$ cat src/rtl/polyphase_slicer.sv
// polyphase_slicer
//   Symbol-rate decimator and slicer placed after the TX/RX FIR. Collects OS
//   filter samples per symbol, picks one programmable phase and slices it to
//   a PAM2 or PAM4 symbol. Phase/mode requests are latched only at symbol
//   boundaries, so a change never tears a symbol.
// Ports
//   clock        in   system clock, rising edge
//   i_reset      in   asynchronous reset, active high
//   i_enable     in   global enable, low freezes all state
//   i_data       in   signed filter sample (NB_DATA)
//   i_valid      in   i_data valid this cycle
//   i_align      in   restart symbol framing (accepted sample becomes count 0)
//   i_phase      in   requested sampling phase 0..OS-1
//   i_mode       in   requested slicer mode, 0 PAM2 / 1 PAM4
//   o_symbol     out  sliced symbol (PAM2 uses bit 0)
//   o_sample     out  raw selected sample behind o_symbol
//   o_valid      out  one-cycle pulse per symbol
//   o_phase_err  out  sticky: out-of-range phase seen at a boundary
module polyphase_slicer #(
  parameter int NB_DATA  = 8,
  parameter int OS       = 4,
  parameter int NB_SEL   = 2,
  parameter int PAM4_THR = 32
) (
  input  logic               clock,
  input  logic               i_reset,
  input  logic               i_enable,
  input  logic [NB_DATA-1:0] i_data,
  input  logic               i_valid,
  input  logic               i_align,
  input  logic [NB_SEL-1:0]  i_phase,
  input  logic               i_mode,
  output logic [1:0]         o_symbol,
  output logic [NB_DATA-1:0] o_sample,
  output logic               o_valid,
  output logic               o_phase_err
);

  localparam logic [NB_SEL-1:0] LAST = NB_SEL'(OS - 1);
  // Thresholds carry one extra bit so -PAM4_THR and the most negative
  // sample compare without wrapping.
  localparam logic signed [NB_DATA:0] THR_P = (NB_DATA + 1)'(PAM4_THR);
  localparam logic signed [NB_DATA:0] THR_N = -THR_P;

  // dline[0] is the previous accepted sample; dline[k] is k+1 samples old.
  logic [OS-2:0][NB_DATA-1:0] dline;
  logic [NB_SEL-1:0]          count, act_phase;
  logic                       act_mode;

  logic                       accept, strobe, phase_ok;
  logic [NB_DATA-1:0]         sel;
  logic signed [NB_DATA:0]    s_ext;
  logic [1:0]                 sym;

  assign accept   = i_enable & i_valid;
  assign strobe   = accept & (count == LAST) & ~i_align;
  assign phase_ok = ({1'b0, i_phase} < (NB_SEL + 1)'(OS));

  // At a strobe the newest sample (count OS-1) is i_data and dline[k]
  // holds count OS-2-k.
  always_comb begin
    sel = i_data;
    for (int k = 0; k < OS - 1; k++)
      if (act_phase == NB_SEL'(OS - 2 - k)) sel = dline[k];
  end

  always_comb begin
    s_ext = {sel[NB_DATA-1], sel};
    sym   = 2'b00;
    if (!act_mode)               sym = s_ext[NB_DATA] ? 2'b00 : 2'b01;
    else if (s_ext < THR_N)      sym = 2'b00;
    else if (s_ext[NB_DATA])     sym = 2'b01;
    else if (s_ext < THR_P)      sym = 2'b11;
    else                         sym = 2'b10;
  end

  always_ff @(posedge clock or posedge i_reset) begin
    if (i_reset) begin
      dline       <= '0;
      count       <= '0;
      act_phase   <= '0;
      act_mode    <= 1'b0;
      o_symbol    <= 2'b00;
      o_sample    <= '0;
      o_valid     <= 1'b0;
      o_phase_err <= 1'b0;
    end else if (i_enable) begin
      o_valid <= strobe;
      if (strobe) begin
        // Emitted symbol uses the old phase/mode; new ones apply next frame.
        o_symbol <= sym;
        o_sample <= sel;
        act_mode <= i_mode;
        if (phase_ok) act_phase   <= i_phase;
        else          o_phase_err <= 1'b1;
      end
      if (accept) begin
        for (int k = OS - 2; k > 0; k--) dline[k] <= dline[k-1];
        dline[0] <= i_data;
      end
      // Align with an accept makes this sample count 0, so the next is 1.
      if (i_align)     count <= accept ? NB_SEL'(1) : '0;
      else if (accept) count <= (count == LAST) ? '0 : count + NB_SEL'(1);
    end else begin
      o_valid <= 1'b0;
    end
  end

endmodule

$ cat config.mk
export PLATFORM = sky130hd
export DESIGN_NAME = polyphase_slicer
export DESIGN_NICKNAME = d
export VERILOG_FILES = /design/src/rtl/polyphase_slicer.sv
export SDC_FILE = /design/constraint.sdc
export NUM_CORES = 1
export LEC_CHECK = 0
export CAP_MARGIN = 10
export CORE_ASPECT_RATIO = 1.4
export CORE_MARGIN = 1.5
export CORE_UTILIZATION = 65
export CTS_CLUSTER_SIZE = 12
export DETAILED_ROUTE_END_ITERATION = 8
export DONT_BUFFER_PORTS = 1
export PLACE_DENSITY_LB_ADDON = 0.2
export SYNTH_ARGS = -nofsm -noshare
export SYNTH_HDL_FRONTEND = slang
export SYNTH_SLANG_ARGS = --single-unit
$ cat constraint.sdc
create_clock -name clock -period 4.1 [get_ports clock]
set_input_delay 0.82 -clock clock [delete_from_list [all_inputs] [get_ports clock]]
set_output_delay 0.82 -clock clock [all_outputs]
set_load 0.03 [all_outputs]
=== After elaboration in Yosys (flattened, before gate mapping) ===
Index checks and enable logic that the tools add are counted.

* Register bits after elaboration: 40
* Input bits: 16
* Output and inout port bits: 12
* Logic and storage cells: 37

* Add/sub/neg operators: 1
* Order comparisons: 2
* Eq/ne operators: 3
* Mux-type cells: 13
* Bitwise logic cells: 4
* Reduce and logical (&&, ||, !) cells: 5

{| class="wikitable"
|+ Operators by type and width
! kind !! number
|-
| $mux 8 || 3
|-
| $mux 2 || 6
|-
| $lt 8x6->1 const B || 1
|-
| $lt 8x7->1 const B || 1
|-
| $reduce_and 2->1 || 3
|-
| $eq 2x2->1 const B || 2
|-
| $mux 1 || 4
|-
| $and 1x1->1 || 3
|-
| $add 2x1->2 const B || 1
|-
| $eq 2x1->1 const B || 1
|-
| $logic_not 2->1 || 1
|-
| $reduce_bool 2->1 || 1
|-
| $not 1->1 || 1
|}

=== Logic depth before layout (Yosys ltp) ===
Gate-level depths: netlist of run 1.

* Depth after elaboration: 9
* Mapped depth: 7
* Depth with buffers taken out: 6

=== Least setup slack after synthesis of run 1 ===
Ideal clock, no wire load.

* Kind: input-to-reg
* Start point: in i_data[7]
* End point: reg o_symbol[0]
* Library setup time: 0.077 ns
* Arrival time: 1.816 ns
* Required time: 4.023 ns
* Setup slack: 2.207 ns
* Stages on the path: 6
* Path buffers: 0
* Cells stage by stage: mux4_2 > inv_1 > ha_1 > inv_1 > a31oi_1 > o21ai_1

* Cells in the longest elaborated chain, start to end: 8
* Elaborated cells between the ends (all ways): 10
* Those cells by class: 2 x order compare; 8 x mux

{| class="wikitable"
|+ RTL lines
! element !! RTL line !! text
|-
| from (decl) || 28 || <nowiki>input logic [NB_DATA-1:0] i_data,</nowiki>
|-
| $mux 8 * (3 in series) || 64 || <nowiki>if (act_phase == NB_SEL'(OS - 2 - k)) sel = dline[k];</nowiki>
|-
| $lt 8x7->1 || 73 || <nowiki>else if (s_ext < THR_P) sym = 2'b11;</nowiki>
|-
| $mux 1 || 73 ||
|-
| $mux 2 || 72 || <nowiki>else if (s_ext[NB_DATA]) sym = 2'b01;</nowiki>
|-
| $mux 2 || 71 || <nowiki>else if (s_ext < THR_N) sym = 2'b00;</nowiki>
|-
| $mux 2 * || 70 || <nowiki>if (!act_mode) sym = s_ext[NB_DATA] ? 2'b00 : 2'b01;</nowiki>
|-
| to (signal assigned) || 91 || <nowiki>o_symbol <= sym;</nowiki>
|-
| to (decl) || 33 || <nowiki>output logic [1:0] o_symbol,</nowiki>
|}

Every way passes the cells marked *; elsewhere a longest branch is shown, timed or not.
A chain may end at the register's enable or synchronous reset.

=== Worst setup path in the final report of run 1 ===
* Start point: reg act_phase[0]
* End point: reg o_symbol[0]

* Cells in the longest elaborated chain, start to end: 9
* Elaborated cells between the ends (all ways): 13
* Those cells by class: 2 x order compare; 2 x eq/ne; 8 x mux; 1 x reduce/logical

{| class="wikitable"
|+ RTL lines
! element !! RTL line !! text
|-
| from (decl) || 47 || <nowiki>logic [NB_SEL-1:0] count, act_phase;</nowiki>
|-
| from (signal assigned) || 94 || <nowiki>if (phase_ok) act_phase <= i_phase;</nowiki>
|-
| $eq 2x2->1 || 64 ||
|-
| $mux 8 (2 in series) || 64 ||
|-
| $mux 8 * || 64 ||
|-
| $lt 8x7->1 || 73 ||
|-
| $mux 1 || 73 ||
|-
| $mux 2 || 72 ||
|-
| $mux 2 || 71 ||
|-
| $mux 2 * || 70 ||
|}

Marks and branches as above.

==> results of run 1 <==
==> layer usage <==
metal  vias up  part of all wire
met5         -                 0
met4         0             0.022
met3         5             0.075
met2        29              0.53
met1       468              0.37
li1        443                 -
==> area by class of cell <==
| cell class | count | share of cell area |
|---|---|---|
| flip-flops and latches | 40 | 0.546 |
| repair buffers | 1 | 0.00409 |
| clock buffers | 6 | 0.0225 |
| multi-input cells | 72 | 0.390 |
| well taps | 36 | 0.0246 |
| clock inverters | 1 | 0.00273 |
| inverters | 5 | 0.0102 |
==> cell usage in the layout (no fill, tap or decap), drive strengths merged <==
| master | instances |
|---|---|
| mux2 | 31 |
| conb | 1 |
| ha | 2 |
| nand2 | 15 |
| o22ai | 1 |
| clkinv | 1 |
| a31oi | 1 |
| o21a | 1 |
| mux4 | 8 |
| clkbuf | 6 |
| inv | 5 |
| o21bai | 1 |
| nor2 | 3 |
| o21ai | 5 |
| nand4b | 1 |
| dfrtp | 40 |
| nand3 | 2 |
| buf | 1 |
==> worst max-delay path: cells and delay by family (launching register included) <==
| family | cells | cell delay [ps] |
|---|---|---|
| muxes | 1 | 620 |
| buffers and inverters | 2 | 150 |
| DFF | 1 | 670 |
| adders and majority gates | 1 | 230 |
| AOI/OAI and AO/OA | 2 | 190 |
==> worst max path at each step <==
stage	start	cells after the start	slack [ps]	endpoint
final	act_phase[0]$_DFFE_PP0P_	6	2150	o_symbol[0]$_DFFE_PP0P_
after global routing	act_phase[0]$_DFFE_PP0P_	6	2000	o_symbol[0]$_DFFE_PP0P_
after CTS	act_phase[0]$_DFFE_PP0P_	6	2120	o_symbol[0]$_DFFE_PP0P_
after detailed placement	i_align	2	1990	o_sample[2]$_DFFE_PP0P_
after global placement	i_align	2	2020	o_sample[2]$_DFFE_PP0P_
after floorplan	i_data[7]	6	2210	o_symbol[0]$_DFFE_PP0P_
==> state kept, by name (all words and copies together), names as in the netlist <==
| register | count |
|---|---|
| o_valid | 1 |
| act_mode | 1 |
| act_phase | 2 |
| count | 2 |
| dline | 24 |
| o_sample | 8 |
| o_symbol | 2 |
==> cell families (layout without fill, tap and decap cells) <==
family	after synthesis	count (layout)
other cells	1	1
compound gates	9	9
flops	40	40
buf+inv	11	13
fa+ha+maj	2	2
simple gates	21	21
mux	39	39
==> report_power, final <==
group,switching (mW),internal [mW],total [mW]
Sequential,0.156,0.497,0.653
Combinational,0.0788,0.146,0.225
Clock,0.122,0.0632,0.185
Total,0.357,0.706,1.06
==> Yosys cell counts (all sizes together) <==
cell type  count
nand4b         1
nand3          2
clkbuf         2
mux2          31
dfrtp         40
nor2           3
buf            4
a31oi          1
mux4           8
inv            5
conb           1
ha             2
o22ai          1
o21a           1
nand2         15
o21ai          5
o21bai         1
==> through the flow <==
step | hold WS [ps] | total power [mW]
after global placement | 479 | 0.869
after global routing | 448 | 1.13
after CTS | 427 | 1.08
after detailed placement | 491 | 0.894
final | 402 | 1.06
after floorplan | 471 | 0.843
==> results summary, run 1 <==
The worst hold path belongs to the class primary input to asynchronous set/reset pin. The initial cell density of the core is 0.678. For this run, the total global-route usage over all layers was measured as 0.215. The number of cells produced by synthesis is 123.

The post-cts hold buffer count is 0. Measured against the total synthesized area, the mux share comes to 0.309. The pre-CTS worst setup slack came out at 1990 ps. The post-synthesis adder-cell area fraction came out at 0.0141.

The number of buffers created by CTS came out at 5. By instance count, the cell type seen most on the critical path is sky130_fd_sc_hd__inv_1. The cell area reported after detailed placement is 1790 µm². The weighted congestion reported at the end of routability-driven placement came out at 0.700. The latest clock arrival within the worst-skew pair is 350 ps. The final worst setup slack came out at 2150 ps. Counting cells, the worst reg-to-reg path comes to 6. The first-pass iteration count of the detailed router is 3. The chip width came out at 47.1 µm. For this run the aggregate overflow at the end of global routing stands at 0. The final total negative setup slack is 0 ps. 28 I/O pins were placed. Traced cell by cell, the critical path runs through mux4_2 > inv_1 > ha_1 > inv_1 > a31oi_1 > o21ai_1. The worst register-to-register path ends at o_symbol[0]$_DFFE_PP0P_.

The upper clock frequency limit is 514 MHz. In this run the critical register-to-register path is launched from act_phase[0]$_DFFE_PP0P_. For the worst setup path, the data required time is 4370 ps. The maximum root-to-sink buffer count is 2.

The area of all placed cells without fillers is 1830 µm². In this run the number of H-tree levels came out at 2. After clock tree synthesis, the setup repair step added 0 buffers.

The CTS tree is yes. The first-pass GRT wire length is 4380 µm. The placeable core area came out at 2620 µm². The sequential fraction of the synthesis area is 0.565.

The yosys synthesis warning count came out at 0. The type of origin of the critical path is a register. The layer carrying the most global-route usage is met2. The final cell count without fillers came out at 161. The dominant combinational cell family by area after synthesis is multiplexers.

The count of buffers added on input and output ports is 0. The count of final setup violators came out at 0. The detailed-route vias per instance came out at 5.87.

The flow ran to the end, and the final reports show no timing, DRC or antenna violations. The HPWL reported at the end of detailed placement is 1940 µm. The number of diodes added for antenna fixing is 0. The simple-gate portion of the synthesized area is 0.0487. The cell count after placement is 154. The footprint of the flip-flops and latches is 1000 µm². The total DRC errors in the routed layout came out at 0. The area fraction of the dominant cell type after synthesis came out at 0.565. The number of distinct library cells after synthesis came out at 21.

CTS saw 40 sinks. The slew of the pin with the lowest slew margin came out at 944 ps. The clock tree root driver cell is sky130_fd_sc_hd__clkbuf_4. The floorplan has 22 rows. The number of gates resized after cts is 0. Entering global routing, the biggest net connects 26 pins. The final wirelength is 2650 µm. For this design the ratio of total power to cell area is 580 nW/µm². The synthesis-to-layout area growth came out at 3.53%. The number of fillers in the final layout came out at 181. The post-synthesis register bit count came out at 40.

The maximum cell stage delay along the critical path came out at 670 ps. The type of destination of the critical path is a register. The net count of the mapped netlist came out at 141. Summing all multi-input logic gate instances after layout gives 716 µm². The met1 capacity usage during global routing is 0.195. The count of nets left with antenna violations once routing finished came out at 0. The worst supply voltage drop on vdd came out at 0.388 mV. The synthesized area per cell came out at 14.4 µm². The clock arrives with 6.56 ps of skew. The total via count after detailed routing came out at 945. The final standard cell utilization of the core came out at 0.701. In the post-synthesis netlist, the biggest area contributors are sky130_fd_sc_hd__dfrtp_1 (56%), sky130_fd_sc_hd__mux2_2 (20%), sky130_fd_sc_hd__mux4_1 (7.4%), sky130_fd_sc_hd__mux4_2 (3.8%), sky130_fd_sc_hd__nand2_1 (3.2%).

The initial antenna violation count came out at 0. The post-route clock period utilization came out at 0.475. Setup repair after global routing left no endpoint under its margin. The total standard cell area after synthesis is 1770 µm².

The max-slew violation count is 0. The fraction of the mapped netlist area in compound gates came out at 0.0297. The fraction of layout cells with a size suffix above 1 came out at 0.328.

Data on the critical path arrives at its endpoint at 2220 ps. The total die area is 3050 µm². The slack of the worst reg-to-reg path came out at 2150 ps.

The via count of the first global-routing pass came to 1,065. The number of DRC violations after detailed-routing iteration 0 is 10. The xor and xnor fraction of the mapped netlist area came out at 0. The count of endpoints failing hold in the final timing report is 0.

The worst pin sits at a relative slew slack of 0.369. The type of the worst setup path is register to register. Along the worst path, the maximum fanout reaches 9. Max-cap violations in this run came to 0. For this design the static power due to leakage is 0.836 nW. The slowest cell on the critical path is sky130_fd_sc_hd__dfrtp_1. The die is 64.8 µm tall.

The clock-pin slew of the registers on the worst-case setup and hold paths came out at 110 ps. The final critical path time including I/O delays and setup is 1950 ps. The average wire per standard cell came out at 16.5 µm. The global routing met2 resource utilization is 0.375. The number of nets in the layout is 143.

The met3 routing resource usage after global routing is 0.106. The cell accounting for the most synthesized area is sky130_fd_sc_hd__dfrtp_1.
(Power assumes the default switching activity.)
==> run 2: changes to the inputs <==
Settings changed: CORE_UTILIZATION 65 to 61.
Clock period 4.1 ns to 1.99 ns, I/O delays scaled along.
==> results summary, run 2 (synthesis gave the netlist of run 1 again) <==
The run finished with clean final reports. The initial antenna violation count came out at 0 (unchanged). The clock skew after layout is 7.89 ps (+1.33 ps). The chip width came out at 48.5 µm (+3.0%). The total die area came out at 3240 µm² (+6.2%). In this run the worst hold path is classified as primary input to register. In this run the most critical hold path is launched from i_align.

The number of I/O port buffers came out at 0 (unchanged). The count of final setup violators is 0 (unchanged). The worst supply voltage drop on vdd is 0.678 mV (+75%). The number of fillers in the final layout is 202 (+12%). The synthesis-to-layout area growth came out at 6.50%. The worst setup path startpoint is act_phase[0]$_DFFE_PP0P_. STA classifies the critical path endpoint as a register. The count of clock tree sinks is 40 (unchanged). The post-route clock period utilization came out at 0.884 (+0.409).

The slew of the pin with the lowest slew margin came out at 610 ps (-333 ps). The max-slew violation count is 0 (unchanged). The detailed-route vias per instance is 5.84 (-0.53%). The overall global routing resource usage is 0.203 (-0.0122). The total via count after detailed routing came out at 975 (+3.2%). The final wirelength came out at 2790 µm (+5.1%). Counting stages on the worst path, the most repeated cell is sky130_fd_sc_hd__inv_1. The final critical path time including I/O delays and setup came out at 1760 ps (-187 ps). The HPWL reported at the end of detailed placement came out at 2000 µm (+3.1%). The initial cell density of the core came out at 0.657 (-0.0207).

The library cells used most frequently in the layout, excluding fill and tap cells, are sky130_fd_sc_hd__dfrtp_1 (40), sky130_fd_sc_hd__mux2_2 (31), sky130_fd_sc_hd__nand2_1 (15). The arrival time reported for the critical path endpoint came out at 2020 ps (-200 ps). The placeable core area came to 2700 µm² (+3.2%).

For this design, the slowest cell found on the critical path is sky130_fd_sc_hd__mux4_2. The number of diodes added for antenna fixing came out at 0 (unchanged). The total chip power was 2.25 mW (+110%). TritonCTS built the clock tree.

The number of flip-flops under the largest register name was 24 (unchanged). Traced cell by cell, the critical path runs through mux4_2 > inv_1 > ha_1 > inv_1 > a31oi_1 > o21ai_1. The average wire per standard cell is 16.7 µm (+1.3%). The die boundary height came out at 66.8 µm (+3.1%). The leftover overflow at the end of global routing is 0 (unchanged). The number of buffers created by CTS is 5 (unchanged). The number of nets in the layout came out at 148 (+3.5%). Clock tree synthesis selected as its root buffer the cell sky130_fd_sc_hd__clkbuf_4. The number of max-cap violations is 0 (unchanged). The most critical setup path has its endpoint at o_symbol[0]$_DFFE_PP0P_. The slack of the worst reg-to-reg path is 230 ps (-1920 ps). The upper clock frequency limit was 568 MHz (+11%). The count of endpoints failing hold in the final timing report is 0 (unchanged). The number of DRC violations after detailed-routing iteration 0 is 12 (+2). The most common cell after layout, fill and taps aside is sky130_fd_sc_hd__dfrtp_1. The required arrival time at the worst endpoint came out at 2250 ps (-2120 ps).

The number of top-level design ports came to 28 (unchanged). The worst register-to-register path ends at o_symbol[0]$_DFFE_PP0P_. The highest fanout seen on the critical path came out at 4 (-5).

The H-tree depth is 2 (unchanged). The number of gates resized after cts was 0 (unchanged). The via count of the first global-routing pass is 1,107 (+3.9%). The first-pass iteration count of the detailed router is 2 (-1).

The worst max-slew margin expressed relative to the limit is 0.591 (+0.222). The leakage component of the power is 0.863 nW (+3.3%). The first-pass GRT wire length is 4770 µm (+8.8%).

STA classifies the critical path startpoint as a register. The number of nets still failing antenna checks after routing is 0 (unchanged). The largest registers in the layout are dline x24, o_sample x8. The worst register-to-register path begins at act_phase[0]$_DFFE_PP0P_. The cell count of the worst reg-to-reg path is 6 (unchanged). The clock-pin slew of the registers on the worst-case setup and hold paths came out at 110 ps (about the same). The maximum root-to-sink buffer count came out at 2 (unchanged). The final total negative setup slack is 0 ps (unchanged).

The type of the worst setup path is register to register. dline holds more flip-flops than any other register. The maximum number of pins on one net before global-route repair is 26 (unchanged). The maximum cell stage delay along the critical path came out at 590 ps (-80 ps). The number of rows in the core area is 22 (unchanged).

The latest clock arrival within the worst-skew pair was 340 ps (about the same). The power density of the placed cells came out at 1190 nW/µm² (+110%). The fraction of layout cells with a size suffix above 1 came out at 0.344 (+0.0155). The weighted congestion reported at the end of routability-driven placement is 0.667 (-4.7%).

Setup repair after global routing left no endpoint under its margin. The total DRC errors in the routed layout is 0 (unchanged).
-- run 2: cell count changes in the layout (fill, tap and decap cells not counted) --
cell,before,now
sky130_fd_sc_hd__clkinv_2,1,0
sky130_fd_sc_hd__clkbuf_8,0,1
sky130_fd_sc_hd__buf_4,1,5
sky130_fd_sc_hd__clkbuf_1,1,2
sky130_fd_sc_hd__dlygate4sd3_1,0,1
-- run 2: per-layer routing --
metal	vias to the layer above	track usage	share of wire
met5	-	0	0
met4	0	0.121	0.031
met3	11	0.0583	0.052
met2	27	0.378	0.53
met1	485	0.199	0.39
li1	452	-	-
-- run 2: worst min-delay path by stage --
| stage | to | cells past startpoint |
|---|---|---|
| after global routing | count[1]$_DFFE_PP0P_ | 1 |
| after detailed placement | count[1]$_DFFE_PP0P_ | 2 |
| after CTS | count[1]$_DFFE_PP0P_ | 1 |
| after global placement | act_phase[1]$_DFFE_PP0P_ | 2 |
| after floorplan | dline[16]$_DFFE_PP0P_ | 1 |
| final | count[1]$_DFFE_PP0P_ | 1 |
-- run 2: timing repair --
item / CTS / global route
hold buffers: 1 / 0
setup buffers: 0 / 0
endpoints found under the hold margin: 38 / 0
-- run 2: area by class of cell --
class                   instances  area (µm²)  area share
clock buffers                   8        58.8      0.0312
inverters                       5        18.8     0.00995
multi-input cells              72         716       0.379
flip-flops and latches         40        1000       0.531
well taps                      36        45.0      0.0239
repair buffers                  6        47.5      0.0252
-- run 2: where the power goes --
group          internal (mW)  total, mW  switching (mW)
Clock                  0.175      0.414           0.240
Sequential              1.02       1.33           0.309
Combinational          0.312      0.499           0.187
Total                   1.51       2.25           0.736
-- run 2: per-stage QoR --
step	hold slack [ps]	worst slack, ps	instances	utilization	instance area (µm²)
final	153	230	167	0.699	1890
after global routing	148	99.3	167	0.699	1890
after CTS	147	214	167	0.699	1890
after detailed placement	352	234	158	0.674	1820
after global placement	340	337	158	0.674	1820
after floorplan	471	412	123	-	1770
-- run 2: critical path: cells and delay by family, from the launching register on --
| family | cells | cell delay (ps) |
|---|---|---|
| buffers and inverters | 2 | 150 |
| adders and majority gates | 1 | 230 |
| muxes | 1 | 590 |
| DFF | 1 | 490 |
| AOI/OAI and AO/OA | 2 | 230 |
